`src/rtl/dmem_arbiter_pkg.sv`:
```
// Shared encodings for the data-memory arbiter: FSM states, grant codes
// and default starvation parameters.
package dmem_arbiter_pkg;

    typedef enum logic [1:0] {
        S_CPU     = 2'd0,
        S_LOCK    = 2'd1,
        S_RELEASE = 2'd2
    } arb_state_e;

    typedef enum logic [1:0] {
        GNT_NONE = 2'd0,
        GNT_C    = 2'd1,
        GNT_D    = 2'd2
    } gnt_e;

    localparam int STARVE_LIMIT_DEF = 4;
    localparam int CNT_W_DEF        = 3;

endpackage

```
`src/rtl/dmem_starve_cnt.sv`:
```
// Saturating wait counter for the debug port; freeze has priority over clear,
// clear over increment.
module dmem_starve_cnt
    import dmem_arbiter_pkg::*;
#(
    parameter int LIMIT = STARVE_LIMIT_DEF,
    parameter int CNT_W = CNT_W_DEF
) (
    input  logic clk,
    input  logic rst,
    input  logic clr,
    input  logic inc,
    input  logic frz,
    output logic at_limit
);

    localparam logic [CNT_W-1:0] LIM = CNT_W'(LIMIT);

    logic [CNT_W-1:0] cnt_d, cnt_q;

    always_comb begin
        cnt_d = cnt_q;
        if (!frz) begin
            if (clr)
                cnt_d = '0;
            else if (inc && cnt_q != LIM)
                cnt_d = cnt_q + CNT_W'(1);
        end
    end

    always_ff @(posedge clk or negedge rst) begin
        if (!rst) cnt_q <= '0;
        else      cnt_q <= cnt_d;
    end

    assign at_limit = (cnt_q == LIM);

endmodule

```
`src/rtl/dmem_arbiter.sv`:
```
// Single-port DMEM arbiter between the pipeline MEM stage (C) and a debug/loader
// master (D), with starvation pre-emption and a D-owned lock mode.
module dmem_arbiter
    import dmem_arbiter_pkg::*;
#(
    parameter int ADDR_W       = 32,
    parameter int DATA_W       = 32,
    parameter int STARVE_LIMIT = STARVE_LIMIT_DEF,
    parameter int CNT_W        = CNT_W_DEF
) (
    input  logic              clk,
    input  logic              rst,
    input  logic              cpu_req,
    input  logic              cpu_we,
    input  logic [ADDR_W-1:0] cpu_addr,
    input  logic [DATA_W-1:0] cpu_wdata,
    output logic [DATA_W-1:0] cpu_rdata,
    output logic              cpu_stall,
    input  logic              dbg_valid,
    output logic              dbg_ready,
    input  logic              dbg_we,
    input  logic [ADDR_W-1:0] dbg_addr,
    input  logic [DATA_W-1:0] dbg_wdata,
    input  logic              dbg_lock,
    output logic              dbg_rvalid,
    output logic [DATA_W-1:0] dbg_rdata,
    output logic              dm_w,
    output logic [ADDR_W-1:0] dm_addr,
    output logic [DATA_W-1:0] dm_wdata,
    input  logic [DATA_W-1:0] dm_rdata
);

    arb_state_e        state_d, state_q;
    gnt_e              gnt;
    logic              at_limit;
    logic              rvalid_d, rvalid_q;
    logic [DATA_W-1:0] rdata_d, rdata_q;

    always_comb begin
        gnt     = GNT_NONE;
        state_d = state_q;
        case (state_q)
            S_CPU: begin
                if (dbg_valid && at_limit) gnt = GNT_D;
                else if (cpu_req)          gnt = GNT_C;
                else if (dbg_valid)        gnt = GNT_D;
                if (gnt == GNT_D && dbg_lock) state_d = S_LOCK;
            end
            S_LOCK: begin
                // a pending request is still served in the cycle the lock drops
                if (dbg_valid) gnt = GNT_D;
                if (!dbg_lock) state_d = S_RELEASE;
            end
            S_RELEASE: begin
                if (cpu_req) gnt = GNT_C;
                state_d = S_CPU;
            end
            default: state_d = S_CPU;
        endcase
        if (!rst) gnt = GNT_NONE;
    end

    always_comb begin
        dm_w     = 1'b0;
        dm_addr  = '0;
        dm_wdata = '0;
        case (gnt)
            GNT_C: begin
                dm_w     = cpu_we;
                dm_addr  = cpu_addr;
                dm_wdata = cpu_wdata;
            end
            GNT_D: begin
                dm_w     = dbg_we;
                dm_addr  = dbg_addr;
                dm_wdata = dbg_wdata;
            end
            default: ;
        endcase
    end

    assign dbg_ready = (gnt == GNT_D);
    assign cpu_stall = rst && cpu_req && (gnt != GNT_C);
    assign cpu_rdata = dm_rdata;

    dmem_starve_cnt #(
        .LIMIT (STARVE_LIMIT),
        .CNT_W (CNT_W)
    ) u_starve (
        .clk      (clk),
        .rst      (rst),
        .clr      ((gnt == GNT_D) || !dbg_valid),
        .inc      (1'b1),
        .frz      (state_q == S_LOCK),
        .at_limit (at_limit)
    );

    always_comb begin
        rvalid_d = (gnt == GNT_D) && !dbg_we;
        rdata_d  = rvalid_d ? dm_rdata : rdata_q;
    end

    always_ff @(posedge clk or negedge rst) begin
        if (!rst) begin
            state_q  <= S_CPU;
            rvalid_q <= 1'b0;
            rdata_q  <= '0;
        end else begin
            state_q  <= state_d;
            rvalid_q <= rvalid_d;
            rdata_q  <= rdata_d;
        end
    end

    assign dbg_rvalid = rvalid_q;
    assign dbg_rdata  = rdata_q;

endmodule

```
`config.mk`:
```
export PLATFORM = sky130hd
export DESIGN_NAME = dmem_arbiter
export DESIGN_NICKNAME = d
export VERILOG_FILES = /design/src/rtl/dmem_arbiter_pkg.sv /design/src/rtl/dmem_starve_cnt.sv /design/src/rtl/dmem_arbiter.sv
export SDC_FILE = /design/constraint.sdc
export NUM_CORES = 1
export LEC_CHECK = 0
export ABC_CLOCK_PERIOD_IN_PS = 2700
export CAP_MARGIN = 20
export CORE_AREA = 2 2 116 118
export CTS_BUF_LIST = sky130_fd_sc_hd__clkbuf_16
export DETAILED_ROUTE_END_ITERATION = 8
export DIE_AREA = 0 0 118 120
export GPL_TIMING_DRIVEN = 0
export PLACE_DENSITY = 0.76
export SLEW_MARGIN = 10
export SYNTH_ARGS = -nofsm -noshare
export SYNTH_HDL_FRONTEND = slang
export SYNTH_SLANG_ARGS = --single-unit
```
`constraint.sdc`:
```
create_clock -name clk -period 2.7 [get_ports clk]
set_input_delay 0.54 -clock clk [delete_from_list [all_inputs] [get_ports clk]]
set_output_delay 0.54 -clock clk [all_outputs]
set_load 0.005 [all_outputs]
```
==> results.md <==
- Area growth from synthesis to layout: 146%
- DRT Pass-1 Iters: 4
- Drt total wl: around 15,000 microns
- Failing checks: setup timing
- Syn. warnings: 0
- Fin worst setup slack: -0.154 ns
- R2r setup slk: around 0.45 ns
- Sequential area share after synthesis: 0.340
- Mean routed wirelength per cell: approximately 18 microns
- Worst Tran Pin Value: around 0.23 ns
- Slew margin rel.: 0.843
- Max-Cap Viols: 0
- Grt ovf: 0
- Reg-to-reg startpoint: u_starve.cnt_q[1]
- Leak: between 0.002 and 0.003 uW
- Cells after DPL: roughly 760
- Synthesized Nets: between 400 and 500
- Critical Path Start Type: register
- Unique masters post-synth: 29
- Synth area leaders: dfrtp_1 (34%), a22oi_1 (17%), mux2_4 (16%)
- Detailed Route Iter0 Violations: approximately 150
- Maximum clock path buffer count: 2
- Hold Path Class: in -> async
- Yosys top cell area share: 0.340
- Routed Antenna Nets: 0
- Nets: between 700 and 800
- FF+latch count, synth: 38
- Post-DP HPWL: about 11,000 microns
- Post-place instance area: around 0.0060 sq mm
- Placer congestion estimate: 0.898
- Post-Syn Instances: roughly 290
- Number of port buffers: 298
- Pre-CTS setup slack: -0.996 ns
- Worst path required time: 2.16 ns
- Endpoints failing setup: between 50 and 60
- CTS H-Tree Depth: 2
- Arr. time, crit path: ~2.3 ns
- Worst-path clk slew: approximately 0.060 ns
- Initial antenna violation count: 0
- Peak VDD IR: approximately 0.00035 V
- WS Path Type: reg -> out
- Syn_area_per_cell: ~9.7 sq um
- First-pass GRT wire length: 21,400 microns
- CP Launch Point: u_starve.cnt_q[1]
- Final Hold Vio Count: 0
- Vias per cell: around 4.5
- GRT Overall Usage: 0.191
- Post-layout util: 0.531
- CTS tree: yes
- RSZ-0062 raised after global routing: true
- Clock tree root buffer cell: clkbuf_16
- Worst-path maximum fanout: 10
- Total core area: around 0.013 sq mm
- Die Height: between 100 and 150 microns
- # IOs: 299
- Via count: roughly 3.6k
- Area leader, netlist: dfrtp_1
- Final slew viol count: 0
- Vias in the first global route: roughly 3.9k
- Worst-Skew Late Latency: about 0.27 ns
- Final Non-Filler Cells: around 800
- # diodes: 0
- Layout cells sized above 1: 0.447
- CTS sink cnt: 38
- Sum of negative setup slack: -4.29 ns
- Pin count of the biggest net entering global routing: 21
- CP Capture Type: primary output
- Post-synthesis cell area: 0.00280 sq mm
- Initial Util: 0.215
- Cell Rows: 42
- Fin crit period: between 2 and 3 ns
- Die area: ~0.014 sq mm
- FMAX: 0.350 GHz
- # DRC: 0
- Skew final: 0.00254 ns
- Final period util: 1.06
- Power per cell area: between 400 and 500 mW/mm^2
- Inserted Clock Buffers: 5
- Status: finished, violations left
- Design Area, Final: slightly below 0.007 sq mm
- Hold buffers post-CTS: 0
- Die X: 118 microns
## area by class of cell
class / count / area, sq um
clock inverter: 3 / 16.3
buffer: 55 / 574
inverter: 4 / 15.0
tap: 176 / 220
multi-input combinational: 190 / 1820
timing repair buffer: 332 / 3160
sequential: 38 / 951
fill: 1164 / 6090
clock buffer: 5 / 125
## final timing paths
kind,depth (start not counted),to
max in group asynchronous,4,dbg_rdata[6]
worst max-delay path,8,cpu_stall
worst max register to register,10,dbg_rdata[11]
min in group clk,1,dbg_rdata[27]
worst min register to register,1,dbg_rdata[27]
worst min-delay path,1,dbg_rdata[13]
## state kept, by name, summed over array words and instances, names as in the netlist
register	count
dbg_rdata	32
u_starve.cnt_q	3
dbg_rvalid	1
state_q	2
## cells in the mapped netlist
cell and n:
nor3b_1 1, mux2i_1 1, nand2b_1 1, dfrtp_1 38, o211ai_1 1, buf_6 1, a311oi_1 1, mux2_2 3
o211a_1 1, ha_1 5, buf_4 32, o22ai_1 1, nor2_1 68, and2b_2 1, inv_1 4, a311o_1 1
a21oi_1 3, clkbuf_1 3, nand3_1 1, a22oi_1 65, o31a_2 1, nor2b_4 1, mux2_4 29, buf_2 13
a21bo_2 1, buf_12 3, buf_1 5, nand3b_1 1, nand2_1 3
## critical path, cell delays in order (launching register included)
cell and delay, ns:
dfrtp_1 0.37, inv_2 0.06, ha_4 0.17, a21bo_4 0.22
o211ai_1 0.22, ha_2 0.27, buf_4 0.21, nor2_4 0.06
clkdlybuf4s50_1 0.45
## metal layers
metal | up-vias | global-route usage | routed length (microns)
met1 | 1750 | 0.204 | 5540
met4 | 0 | 0.0776 | 516
met2 | 177 | 0.358 | 7770
li1 | 1686 | - | -
met5 | - | 0 | 0
met3 | 30 | 0.0499 | 903
## power breakdown
| part | leakage, uW | internal (uW) | switching (uW) |
|---|---|---|---|
| logic | 0.00235 | 1020 | 489 |
| registers | 0.000465 | 732 | 100 |
| clock network | 0.0000672 | 337 | 227 |
## cells in the final DEF (no fill, tap or decap), types with 7 or more instances in the layout
cell type and count:
buf_6 10, clkbuf_2 13, buf_16 7, mux2_4 29, buf_8 11, buf_2 50
nor2_2 13, clkbuf_16 7, nor2_1 52, buf_4 54, clkdlybuf4s50_1 229, buf_12 7
dfrtp_1 38, a22oi_1 9, a22oi_2 56
## kinds of logic after synthesis
logic type,share of synthesized area
DFF,0.340
muxes,0.171
buffers and inverters,0.151
and+or+nand+nor,0.113
adders and majority gates,0.0224
AOI/OAI and AO/OA,0.202
## per-stage QoR
step / power (uW) / hold WS, ns
2_1_floorplan: 1290 / 0.244
3_3_place_gp: 2070 / 0.437
3_5_place_dp: 2100 / 0.453
4_1_cts: 2880 / 0.0633
5_1_grt: 3060 / 0.0641
6_report: 2900 / 0.0677
## timing repair
item                       4_1_cts  5_1_grt
resized for setup              330       96
cloned                           6        2
setup buffers                   21        4
pin swaps                       30       59
setup endpoints to repair       67       67
hold endpoints to repair         0        0
Power figures use the tool's default switching activity.
